**config.mk**
```make
export PLATFORM = sky130hd
export DESIGN_NAME = button_debouncer
export DESIGN_NICKNAME = d
export VERILOG_FILES = /design/src/rtl/button_debouncer.sv
export SDC_FILE = /design/constraint.sdc
export NUM_CORES = 1
export LEC_CHECK = 0
export ABC_AREA = 1
export BUFFER_PORTS_ARGS = -buffer_cell sky130_fd_sc_hd__buf_2
export CAP_MARGIN = 20
export CORE_ASPECT_RATIO = 2
export CORE_MARGIN = 2
export CORE_UTILIZATION = 50
export CTS_CLUSTER_SIZE = 28
export DETAILED_ROUTE_END_ITERATION = 6
export GPL_ROUTABILITY_DRIVEN = 0
export GPL_TIMING_DRIVEN = 0
export PLACE_DENSITY = 0.66
export SLEW_MARGIN = 5
export SYNTH_ARGS = -nofsm -noshare
export SYNTH_HDL_FRONTEND = slang
export SYNTH_SLANG_ARGS = --single-unit
```
**constraint.sdc**
```tcl
create_clock -name clk -period 2.4 [get_ports clk]
set_clock_uncertainty 0.1 [all_clocks]
set_input_delay 0.36 -clock clk [delete_from_list [all_inputs] [get_ports clk]]
set_output_delay 0.36 -clock clk [all_outputs]
set_load 0.02 [all_outputs]
```
**src/rtl/button_debouncer.sv**
```systemverilog
// Push-button conditioner: 2-flop synchroniser, counter debounce, press/release
// pulses and optional hold-to-repeat step pulses, one independent lane per button.

module button_debouncer_lane #(
  parameter int DEBOUNCE_CYCLES = 1000000,
  parameter int REPEAT_EN       = 1,
  parameter int REPEAT_DELAY    = 25000000,
  parameter int REPEAT_PERIOD   = 5000000
) (
  input  logic clk,
  input  logic reset,
  input  logic btn_raw_n,
  output logic btn_clean_n,
  output logic press_pulse,
  output logic release_pulse,
  output logic step_pulse
);

  localparam int DW   = (DEBOUNCE_CYCLES > 1) ? $clog2(DEBOUNCE_CYCLES) : 1;
  localparam int RMAX = (REPEAT_DELAY > REPEAT_PERIOD) ? REPEAT_DELAY : REPEAT_PERIOD;
  localparam int RW   = (RMAX > 1) ? $clog2(RMAX) : 1;

  localparam logic [DW-1:0] D_TERM  = DW'(DEBOUNCE_CYCLES - 1);
  localparam logic [RW-1:0] RD_TERM = RW'(REPEAT_DELAY - 1);
  localparam logic [RW-1:0] RP_TERM = RW'(REPEAT_PERIOD - 1);

  logic          sync1, sync2;
  logic [DW-1:0] dcnt;
  logic          flip, press_now, rel_now;

  always_ff @(posedge clk) begin
    if (!reset) begin
      sync1 <= 1'b1;
      sync2 <= 1'b1;
    end else begin
      sync1 <= btn_raw_n;
      sync2 <= sync1;
    end
  end

  // The state flips on the last of an unbroken run of differing samples.
  assign flip      = (sync2 != btn_clean_n) && (dcnt == D_TERM);
  assign press_now = flip && !sync2;
  assign rel_now   = flip &&  sync2;

  always_ff @(posedge clk) begin
    if (!reset) begin
      dcnt          <= '0;
      btn_clean_n   <= 1'b1;
      press_pulse   <= 1'b0;
      release_pulse <= 1'b0;
    end else begin
      press_pulse   <= press_now;
      release_pulse <= rel_now;
      if (sync2 == btn_clean_n) begin
        dcnt <= '0;
      end else if (dcnt == D_TERM) begin
        btn_clean_n <= sync2;
        dcnt        <= '0;
      end else begin
        dcnt <= dcnt + 1'b1;
      end
    end
  end

  generate
    if (REPEAT_EN != 0) begin : g_rep
      typedef enum logic [1:0] {IDLE, HOLD_DELAY, HOLD_REPEAT} rstate_t;

      rstate_t       state, state_nx;
      logic [RW-1:0] rcnt, rcnt_nx;
      logic          rep_fire, step_nx;

      always_ff @(posedge clk) begin
        if (!reset) begin
          state      <= IDLE;
          rcnt       <= '0;
          step_pulse <= 1'b0;
        end else begin
          state      <= state_nx;
          rcnt       <= rcnt_nx;
          step_pulse <= step_nx;
        end
      end

      always_comb begin
        state_nx = state;
        rcnt_nx  = rcnt;
        unique case (state)
          IDLE: begin
            if (press_now) begin
              state_nx = HOLD_DELAY;
              rcnt_nx  = '0;
            end
          end
          HOLD_DELAY: begin
            if (rel_now) begin
              state_nx = IDLE;
              rcnt_nx  = '0;
            end else if (rcnt == RD_TERM) begin
              state_nx = HOLD_REPEAT;
              rcnt_nx  = '0;
            end else begin
              rcnt_nx = rcnt + 1'b1;
            end
          end
          HOLD_REPEAT: begin
            if (rel_now) begin
              state_nx = IDLE;
              rcnt_nx  = '0;
            end else if (rcnt == RP_TERM) begin
              rcnt_nx = '0;
            end else begin
              rcnt_nx = rcnt + 1'b1;
            end
          end
          default: begin
            state_nx = IDLE;
            rcnt_nx  = '0;
          end
        endcase
      end

      // A release landing on a terminal count suppresses that repeat.
      always_comb begin
        rep_fire = !rel_now &&
                   (((state == HOLD_DELAY)  && (rcnt == RD_TERM)) ||
                    ((state == HOLD_REPEAT) && (rcnt == RP_TERM)));
        step_nx  = press_now || rep_fire;
      end
    end else begin : g_norep
      always_ff @(posedge clk) begin
        if (!reset) step_pulse <= 1'b0;
        else        step_pulse <= press_now;
      end
    end
  endgenerate

endmodule

module button_debouncer #(
  parameter int N_BUTTONS       = 2,
  parameter int DEBOUNCE_CYCLES = 1000000,
  parameter int REPEAT_EN       = 1,
  parameter int REPEAT_DELAY    = 25000000,
  parameter int REPEAT_PERIOD   = 5000000
) (
  input  logic                 clk,
  input  logic                 reset,
  input  logic [N_BUTTONS-1:0] btn_raw_n,
  output logic [N_BUTTONS-1:0] btn_clean_n,
  output logic [N_BUTTONS-1:0] press_pulse,
  output logic [N_BUTTONS-1:0] release_pulse,
  output logic [N_BUTTONS-1:0] step_pulse
);

  generate
    for (genvar i = 0; i < N_BUTTONS; i++) begin : g_lane
      button_debouncer_lane #(
        .DEBOUNCE_CYCLES (DEBOUNCE_CYCLES),
        .REPEAT_EN       (REPEAT_EN),
        .REPEAT_DELAY    (REPEAT_DELAY),
        .REPEAT_PERIOD   (REPEAT_PERIOD)
      ) u_lane (
        .clk           (clk),
        .reset         (reset),
        .btn_raw_n     (btn_raw_n[i]),
        .btn_clean_n   (btn_clean_n[i]),
        .press_pulse   (press_pulse[i]),
        .release_pulse (release_pulse[i]),
        .step_pulse    (step_pulse[i])
      );
    end
  endgenerate

endmodule
```
==> flow_summary_export.csv, run 1 <==
group,metric,value,unit
status,outcome,"finished clean",
timing,relSlewSlack,55.4,%
worst_setup_path,required,2.51,ns
timing,max_freq,477,MHz
global_routing,grt_pass1_wl,26.5,mm
yosys,synth_seq_cells,106,
power,peakVddDrop,0.360,mV
global_routing,overflow,0,
route,viasPerCell,5.15,
timing,period_needed,2.10,ns
power,p_leak,2.51,nW
yosys,netlist_instances,1027,
worst_setup_path,cp-end-kind,"flip-flop",
clocking,clk_pin_slew_worst_paths,0.07,ns
clocking,max-clock-path-buffers,2,
clocking,cts_sinks,106,
clocking,cts_buffers,9,
floorplanning,core,12600,sq um
worst_setup_path,arrival,2.21,ns
worst_setup_path,rr_worst_depth,11,
yosys,netlist_area,6390,sq um
power,internal_power,2.51,mW
timing,post-route-period-util,87.3,%
floorplanning,ioPinCount,12,
floorplanning,num_rows,58,
yosys,syn-num-nets,1041,
global_routing,track_usage,23.7,%
timing,worstMarginPinSlew,0.664,ns
route,wl_per_cell,13.1,microns
yosys,yosysSeqAreaShare,33.2,%
power,switching_power,818,uW
timing,rsz0062_at_grt,"no",
timing,fin_ws,0.305,ns
min_path,hold_depth,2,
final_layout,final_area,6900,sq um
clocking,cts_tree,"built",
power,pwr-share-clk,42.2,%
final_layout,multi_input_area,3580,sq um
final_layout,num-fill-cells,1360,
floorplanning,start_util,50.9,%
worst_setup_path,start_kind,"flip-flop",
timing,finalHoldViolations,0,
power,power_density,483,nW/um^2
timing,final_max_slew_viol_count,0,
final_layout,antenna_cells,0,
power,switching_share,24.6,%
yosys,synth_cell_type_count,39,
worst_setup_path,rr_endpoint,"g_lane[1].u_lane.g_rep.rcnt[17]",
power,p_comb_share,4.7,%
place,placed_area,6630,sq um
global_routing,antenna_found_initial,0,
power,seq_power_share,53.1,%
timing,setup_violations,0,
route,dr.pass1.iters,7,
min_path,hp-start,"btn_raw_n[0]",
place,dpl.hpwl,12.0,mm
yosys,synthArstFlopShare,0,%
min_path,hp-class,"input port to flip-flop",
worst_setup_path,reg2reg_slack,0.30,ns
final_layout,layout.nets,1063,
yosys,synth-edff-count,0,
route,drc,0,
place,numPortBuffers,11,
final_layout,drive_gt1_share,8.64,%
final_layout,ff_latch_area,2120,sq um
clocking,postCtsHoldBufs,0,
final_layout,instances_no_fill,1203,
floorplanning,die_w,83.9,microns
floorplanning,die_h,164,microns
yosys,synth_flop_cell,"dfxtp_1",
min_path,hold_end,"g_lane[0].u_lane.sync1",
place,place_ws,0.326,ns
worst_setup_path,setup.worst_path.class,"flip-flop to flip-flop",
route,drt-initial-drc-count,269,
floorplanning,die-area,13700,sq um
global_routing,grt_pass1_vias,5885,
clocking,clk_latency,0.36,ns
route,postRouteAntennaNets,0,
clocking,cts_resized,0,
route,routed_wl,15.8,mm
global_routing,grt_max_degree,18,
timing,fin_tns_setup,0,ns
clocking,clockRootBuffer,"clkbuf_16",
clocking,cts_setup_buffers,0,
yosys,syn_area_per_cell,6.22,sq um
clocking,cts_max_level,3,
worst_setup_path,timing.rr.start,"g_lane[1].u_lane.g_rep.rcnt[1]",
place,place_inst,1188,
run,drv_cap,0,
route,vias,6199,
worst_setup_path,worstPathMaxFanout,10,
yosys,yosys_warnings,0,
final_layout,area_delta_synth_final,7.99,%
sequential cells by signal (all words and copies together) (netlist names):
| register | cells |
|---|---|
| g_lane.u_lane.step_pulse | 2 |
| g_lane.u_lane.press_pulse | 2 |
| g_lane.u_lane.dcnt | 40 |
| g_lane.u_lane.release_pulse | 2 |
| g_lane.u_lane.g_rep.state | 4 |
| g_lane.u_lane.sync2 | 2 |
| g_lane.u_lane.btn_clean_n | 2 |
| g_lane.u_lane.g_rep.rcnt | 50 |
| g_lane.u_lane.sync1 | 2 |
worst max path at each step:
stage                                              start                              end  slack (ns)  cells after the start
after detailed placement        g_lane[0].u_lane.dcnt[0]  g_lane[0].u_lane.g_rep.rcnt[18]        0.33                     11
after floorplan                 g_lane[0].u_lane.dcnt[0]  g_lane[0].u_lane.g_rep.rcnt[16]        0.63                     11
after CTS                       g_lane[0].u_lane.dcnt[0]  g_lane[0].u_lane.g_rep.rcnt[18]        0.31                     11
after global placement    g_lane[0].u_lane.g_rep.rcnt[0]  g_lane[0].u_lane.g_rep.rcnt[21]        0.35                     11
after global routing            g_lane[0].u_lane.dcnt[0]   g_lane[0].u_lane.g_rep.rcnt[8]         0.1                     11
final                     g_lane[1].u_lane.g_rep.rcnt[1]  g_lane[1].u_lane.g_rep.rcnt[17]        0.30                     11
power groups by stage:
stage	registers [mW]	clock network (mW)	logic, mW
finish	1.77	1.41	0.156
global route	1.77	1.49	0.172
CTS	1.77	1.44	0.158
detailed placement	1.81	0	0.158
global placement	1.81	0	0.159
floorplan	1.81	0	0.103
stage by stage:
step	hold WS (ns)	power, mW	utilization (%)
after CTS	0.0920	3.36	54.9
after global routing	0.104	3.43	54.9
after detailed placement	0.311	1.97	52.8
final	0.0942	3.33	54.9
after floorplan	0.293	1.91	-
after global placement	0.304	1.97	52.8
routing by layer:
metal  GRT usage [%]  wire, microns  up-vias
met3            3.77            484       55
met1            23.7           6210     2766
met2            46.0           8390      131
met5               0              0        -
li1                -              -     3247
met4            12.0            718        0
critical path, stage by stage, from the launching register on:
cell and delay (ns):
dfxtp_1 0.38, ha_1 0.20, nand2_1 0.10, nor2_4 0.23, nand2_1 0.09, nor2_1 0.13, nand3_1 0.13, nand3_1 0.14
nand2_1 0.14, buf_6 0.18, nand2_1 0.07, a21oi_1 0.06
area by class of cell:
type	instances	area share [%]
plain buffers	38	3.57
clock buffers	10	3.32
clock inverters	5	0.562
inverters	117	6.37
multi-input cells	766	51.9
flip-flops and latches	106	30.8
well taps	150	2.72
repair buffers	11	0.798
placed cells by master, fill, tap and decap left out, drive strengths merged, types with 6 or more instances in the layout:
cell type	Yosys	final
dfxtp	106	106
nand4	18	18
buf	25	36
clkbuf	13	23
nand2	311	311
o21ai	10	10
nor4	6	6
xor2	19	19
inv	116	118
nor3	22	22
a21oi	68	68
xnor2	10	10
or2	8	8
ha	10	10
nand3	71	71
nor2	197	197
Yosys cell counts (all sizes together), types with 13 or more instances:
cell type / n / area share, %
nor2: 197 / 12
a21oi: 68 / 5.3
dfxtp: 106 / 33
nand3: 71 / 6.0
nor3: 22 / 2.2
nand2: 311 / 19
xor2: 19 / 2.6
buf: 25 / 3.1
inv: 116 / 6.8
nand4: 18 / 1.8
clkbuf: 13 / 0.78
cells by family (layout without fill, tap and decap cells):
family,count (synthesis),in the layout,share of synthesized area [%]
flops,106,106,33.2
buf+inv,155,181,10.7
compound gates,89,89,7.31
simple gates,638,638,42.8
fa+ha+maj,10,10,1.96
xor+xnor,29,29,3.98
(Power assumes the default switching activity.)
==> run 2, diff against run 1 <==
--- a/config.mk
+++ b/config.mk
@@ -8,14 +8,16 @@
 export ABC_AREA = 1
 export BUFFER_PORTS_ARGS = -buffer_cell sky130_fd_sc_hd__buf_2
 export CAP_MARGIN = 20
+export CELL_PAD_IN_SITES_DETAIL_PLACEMENT = 0
+export CELL_PAD_IN_SITES_GLOBAL_PLACEMENT = 2
 export CORE_ASPECT_RATIO = 2
 export CORE_MARGIN = 2
-export CORE_UTILIZATION = 50
+export CORE_UTILIZATION = 35
 export CTS_CLUSTER_SIZE = 28
 export DETAILED_ROUTE_END_ITERATION = 6
 export GPL_ROUTABILITY_DRIVEN = 0
 export GPL_TIMING_DRIVEN = 0
-export PLACE_DENSITY = 0.66
+export PLACE_DENSITY_LB_ADDON = 0.1
 export SLEW_MARGIN = 5
 export SYNTH_ARGS = -nofsm -noshare
 export SYNTH_HDL_FRONTEND = slang
==> flow_summary_export.csv, run 2 (synthesized netlist as in run 1, its figures left out) <==
group,metric,value,unit
status,outcome,"finished clean",
floorplanning,die_w,99.5,microns
final_layout,largestRegisters,"g_lane.u_lane.g_rep.rcnt (50), g_lane.u_lane.dcnt (40), g_lane.u_lane.g_rep.state (4)",
clocking,clockRootBuffer,"clkbuf_16",
route,postRouteAntennaNets,0,
worst_setup_path,setup.worst_path.class,"flip-flop to flip-flop",
final_layout,antenna_cells,0,
worst_setup_path,cp-end-kind,"flip-flop",
global_routing,grt_pass1_wl,30.5,mm
final_layout,layout.nets,1063,
timing,post-route-period-util,87.9,%
route,viasPerCell,4.80,
worst_setup_path,timing.rr.start,"g_lane[1].u_lane.g_rep.rcnt[1]",
floorplanning,start_util,35.9,%
timing,final_max_slew_viol_count,0,
power,peakVddDrop,0.280,mV
timing,finalHoldViolations,0,
route,drc,0,
worst_setup_path,crit_path_start,"g_lane[1].u_lane.g_rep.rcnt[1]",
power,p_leak,2.51,nW
floorplanning,ioPinCount,12,
route,drt-initial-drc-count,192,
run,drv_cap,0,
final_layout,mostFrequentLayoutCells,"nand2_1, nor2_1, inv_1",
clocking,clk_latency,0.35,ns
global_routing,overflow,0,
timing,setup_violations,0,
final_layout,largest_reg_flops,50,
worst_setup_path,start_kind,"flip-flop",
clocking,cts_buffers,9,
route,dr.pass1.iters,4,
worst_setup_path,arrival,2.24,ns
clocking,postCtsHoldBufs,0,
clocking,cts_sinks,106,
timing,worstMarginPinSlew,0.727,ns
clocking,clk_pin_slew_worst_paths,0.08,ns
power,power_density,491,nW/um^2
worst_setup_path,worstPathMaxFanout,8,
floorplanning,die-area,19400,sq um
clocking,cts_tree,"built",
place,place_ws,0.254,ns
place,dpl.hpwl,14.1,mm
route,wl_per_cell,14.4,microns
global_routing,grt_max_degree,17,
worst_setup_path,required,2.53,ns
clocking,max-clock-path-buffers,2,
min_path,hp-class,"input port to flip-flop",
timing,fin_tns_setup,0,ns
floorplanning,core,17800,sq um
final_layout,area_delta_synth_final,9.52,%
timing,rsz0062_at_grt,"no",
floorplanning,num_rows,69,
final_layout,layout_commonest_cell,"nand2_1",
global_routing,antenna_found_initial,0,
final_layout,top_register,"g_lane.u_lane.g_rep.rcnt",
timing,relSlewSlack,51.5,%
floorplanning,die_h,195,microns
place,numPortBuffers,11,
timing,fin_ws,0.291,ns
timing,period_needed,2.11,ns
clocking,cts_max_level,3,
final_layout,drive_gt1_share,8.55,%
timing,max_freq,474,MHz
clocking,cts_resized,0,
route,vias,6071,
global_routing,grt_pass1_vias,6159,
clocking,cts_setup_buffers,0,
global_routing,track_usage,19.8,%
route,routed_wl,18.2,mm
min_path,hp-start,"btn_raw_n[1]",
==> run 2: cell count changes in the layout (fill, tap and decap cells not counted) <==
cell        change
inv_6           -2
clkinvlp_4      +1
bufinv_16       +1
clkinv_2        -1
clkbuf_1        +1
==> run 2: critical path, cell delays in order, from the launching register on <==
cell and delay, ns:
dfxtp_1 0.37, ha_1 0.20, nand2_1 0.10, nor2_4 0.23, nand2_1 0.09, nor2_1 0.15
nand3_1 0.14, nand3_1 0.13, nand2_1 0.12, nand2_1 0.25, a21oi_1 0.10
==> run 2: worst paths after layout <==
| kind | slack (ns) | cells after the start | to |
|---|---|---|---|
| max | 0.29 | 10 | g_lane[1].u_lane.g_rep.rcnt[0] |
| min | 0.09 | 2 | g_lane[1].u_lane.sync1 |
| max reg2reg | 0.29 | 10 | g_lane[1].u_lane.g_rep.rcnt[0] |
| min reg2reg | 0.32 | 1 | g_lane[1].u_lane.sync2 |
==> run 2: area by class of cell <==
type / count / area [sq um]
plain buffers: 38 / 246
clock buffers: 11 / 233
clock inverters: 4 / 53.8
fillers: 2032 / 10800
inverters: 117 / 439
multi-input cells: 766 / 3580
flip-flops and latches: 106 / 2120
well taps: 213 / 267
repair buffers: 11 / 55.1
==> run 2: power breakdown <==
part / switching, mW / internal, mW / total, mW
registers: 0.00336 / 1.76 / 1.77
logic: 0.122 / 0.0407 / 0.163
clock network: 0.696 / 0.808 / 1.50
total: 0.822 / 2.61 / 3.43
==> run 2: stage by stage <==
stage               area (sq um)  hold slack, ns  cells  util, %  total power [mW]
finish                      6990          0.0863   1266     39.3              3.43
global placement            6710           0.309   1251     37.7              1.98
CTS                         6990          0.0769   1266     39.3              3.50
floorplan                   6390           0.293   1027        -              1.91
detailed placement          6710           0.310   1251     37.7              1.98
global route                6990          0.0854   1266     39.3              3.57
==> run 2: layer usage <==
| metal | track usage (%) | wire length [microns] |
|---|---|---|
| met1 | 21.0 | 7300 |
| met2 | 37.9 | 9920 |
| met3 | 2.08 | 300 |
| met4 | 9.08 | 718 |
| met5 | 0 | 0 |
==> run 3, diff against run 2 <==
--- a/config.mk
+++ b/config.mk
@@ -21,4 +21,5 @@
 export SLEW_MARGIN = 5
 export SYNTH_ARGS = -nofsm -noshare
 export SYNTH_HDL_FRONTEND = slang
+export SYNTH_HIERARCHICAL = 1
 export SYNTH_SLANG_ARGS = --single-unit
==> flow_summary_export.csv, run 3 <==
group,metric,value,unit
route,routed_wl,19.1,mm
power,p_leak,2.46,nW
yosys,synth.most_common_cell,"nand2_1",
route,drt-initial-drc-count,157,
final_layout,antenna_cells,0,
timing,worstMarginPinSlew,0.590,ns
min_path,hold_end,"g_lane[0].u_lane/sync1",
global_routing,grt_pass1_wl,31.4,mm
floorplanning,start_util,35.5,%
yosys,synthTopCellsByArea,"dfxtp_1, nand2_1, nor2_1, inv_1, a21oi_1",
yosys,synth.top_cells.by_count,"nand2_1, nor2_1, inv_1, dfxtp_1, a21oi_1",
global_routing,track_usage,20.4,%
route,dr.pass1.iters,5,
final_layout,fin_util,38.9,%
floorplanning,num_rows,70,
final_layout,layout.nets,1080,
floorplanning,die_h,196,microns
worst_setup_path,cp_num_buf_inv,1,
status,outcome,"finished clean",
worst_setup_path,start_kind,"flip-flop",
place,numPortBuffers,11,
global_routing,antenna_found_initial,0,
route,viasPerCell,4.90,
clocking,cts_max_level,3,
power,p_comb_share,1.4,%
floorplanning,die-area,19700,sq um
worst_setup_path,required,2.52,ns
power,switching_power,763,uW
floorplanning,core,18200,sq um
worst_setup_path,worstPathMaxFanout,10,
timing,rsz0062_at_grt,"no",
worst_setup_path,reg2reg_slack,0.24,ns
worst_setup_path,setup.worst_path.class,"flip-flop to flip-flop",
clocking,clk_latency,0.36,ns
min_path,hp-class,"input port to flip-flop",
yosys,yosys_warnings,6,
final_layout,layout_commonest_cell,"nand2_1",
clocking,cts_setup_buffers,0,
floorplanning,ioPinCount,12,
route,drc,0,
global_routing,grt_pass1_vias,6368,
yosys,synth_area_leader_cell,"dfxtp_1",
yosys,yosys.area.top_type_share,32.8,%
yosys,syn-num-nets,1058,
worst_setup_path,rr_worst_depth,11,
final_layout,largest_reg_flops,50,
worst_setup_path,arrival,2.28,ns
global_routing,grt_max_degree,19,
worst_setup_path,slowest_delay,0.38,ns
yosys,netlist_instances,1044,
clocking,clockRootBuffer,"clkbuf_16",
timing,post-route-period-util,90.1,%
clocking,cts_sinks,106,
route,wl_per_cell,14.8,microns
power,seq_power_share,53.7,%
timing,period_needed,2.16,ns
power,internal_power,2.52,mW
worst_setup_path,crit_chain,"ha_1 > nand2_1 > nor2_2 > nand2_2 > nor2_4 > nand4_1 > nand3_1 > nand2_2 > buf_6 > nand2_1 > a21oi_1",
worst_setup_path,cp_slowest_cell,"dfxtp_1",
yosys,synth_seq_cells,106,
timing,finalHoldViolations,0,
min_path,hp-start,"btn_raw_n[0]",
final_layout,top_register,"g_lane.u_lane/g_rep.rcnt",
yosys,synth-edff-count,0,
min_path,hold_depth,2,
yosys,yosysSeqAreaShare,32.8,%
timing,setup_violations,0,
clocking,cts_buffers,9,
worst_setup_path,timing.rr.start,"g_lane[1].u_lane/g_rep.rcnt[1]",
timing,max_freq,462,MHz
yosys,synth_cell_type_count,33,
yosys,synthArstFlopShare,0,%
route,vias,6311,
final_layout,drive_gt1_share,8.50,%
power,switching_share,23.3,%
global_routing,overflow,0,
clocking,cts_tree,"built",
final_layout,mostFrequentLayoutCells,"nand2_1, nor2_1, inv_1",
power,power,3.28,mW
power,power_density,463,nW/um^2
yosys,syn_area_per_cell,6.20,sq um
yosys,synth_flop_cell,"dfxtp_1",
timing,relSlewSlack,60.7,%
final_layout,largestRegisters,"g_lane.u_lane/g_rep.rcnt (50), g_lane.u_lane/dcnt (40), g_lane.u_lane/g_rep.state (4)",
clocking,clk_pin_slew_worst_paths,0.08,ns
clocking,max-clock-path-buffers,2,
final_layout,area_delta_synth_final,9.56,%
timing,final_max_slew_viol_count,0,
worst_setup_path,critPathTopFamily,"simple AND/OR/NAND/NOR gates",
yosys,netlist_area,6470,sq um
run,drv_cap,0,
timing,fin_tns_setup,0,ns
place,dpl.hpwl,15.0,mm
power,pwr-share-clk,44.9,%
power,peakVddDrop,0.256,mV
worst_setup_path,cp-end-kind,"flip-flop",
worst_setup_path,rr_endpoint,"g_lane[1].u_lane/g_rep.rcnt[10]",
route,postRouteAntennaNets,0,
floorplanning,die_w,100,microns
-- run 3: area by class of cell --
type / instances / area [sq um]
Fill cell: 2073 / 11100
Multi-Input combinational cell: 794 / 3740
Sequential cell: 106 / 2120
Inverter: 118 / 448
Tap cell: 216 / 270
Clock buffer: 10 / 239
Buffer: 26 / 165
Timing Repair Buffer: 11 / 55.1
Clock inverter: 6 / 48.8
-- run 3: worst register-to-register path: cells and delay by family, from the launching register on --
family / cells / cell delay, ns
and+or+nand+nor: 8 / 1.09
adders and majority gates: 1 / 0.20
AOI/OAI and AO/OA: 1 / 0.06
buffers and inverters: 1 / 0.19
DFF: 1 / 0.38
-- run 3: worst max path at each step --
stage | slack [ns] | start | to | depth (start not counted)
2_1_floorplan | 0.65 | g_lane[0].u_lane/g_rep.rcnt[1] | g_lane[0].u_lane/g_rep.rcnt[23] | 11
3_3_place_gp | 0.18 | g_lane[1].u_lane/g_rep.rcnt[1] | g_lane[1].u_lane/g_rep.rcnt[7] | 11
3_5_place_dp | 0.19 | g_lane[1].u_lane/g_rep.rcnt[1] | g_lane[1].u_lane/g_rep.rcnt[10] | 11
4_1_cts | 0.16 | g_lane[1].u_lane/g_rep.rcnt[1] | g_lane[1].u_lane/g_rep.rcnt[10] | 11
5_1_grt | 0.01 | g_lane[1].u_lane/g_rep.rcnt[1] | g_lane[1].u_lane/g_rep.rcnt[12] | 11
6_report | 0.24 | g_lane[1].u_lane/g_rep.rcnt[1] | g_lane[1].u_lane/g_rep.rcnt[10] | 11
-- run 3: what timing repair did --
item                                    CTS  global route
resized for setup                         0             1
endpoints found under the setup margin    0            14
hold buffers                              0             0
-- run 3: per-layer routing --
layer / vias to the layer above / track usage (%) / wire length, microns
met2: 59 / 41.4 / 11000
li1: 3336 / - / -
met3: 28 / 1.78 / 252
met1: 2888 / 20.2 / 7280
met4: 0 / 8.37 / 506
met5: - / 0 / 0
-- run 3: kinds of logic (layout without fill, tap and decap cells) --
group | Yosys count | count (layout) | synth area share [%]
buffers and inverters | 144 | 171 | 9.48
and+or+nand+nor | 656 | 656 | 43.8
adders and majority gates | 10 | 10 | 1.93
xor gates and xnor gates | 22 | 22 | 2.98
DFF | 106 | 106 | 32.8
AOI/OAI and AO/OA | 106 | 106 | 9.01
-- run 3: per-stage QoR --
stage | hold WS (ns) | instance area, sq um | std cells | setup WS (ns)
finish | 0.0855 | 7090 | 1287 | 0.238
global placement | 0.294 | 6790 | 1271 | 0.177
floorplan | 0.293 | 6470 | 1044 | 0.646
CTS | 0.0715 | 7080 | 1287 | 0.163
detailed placement | 0.299 | 6790 | 1271 | 0.192
global route | 0.0918 | 7090 | 1287 | 0.0143
-- run 3: power groups by stage --
stage	Sequential, mW	Clock (mW)	Combinational [mW]
floorplan	1.80	0	0.0289
finish	1.76	1.47	0.0468
global route	1.76	1.60	0.0534
detailed placement	1.80	0	0.0485
global placement	1.80	0	0.0484
CTS	1.76	1.54	0.0487
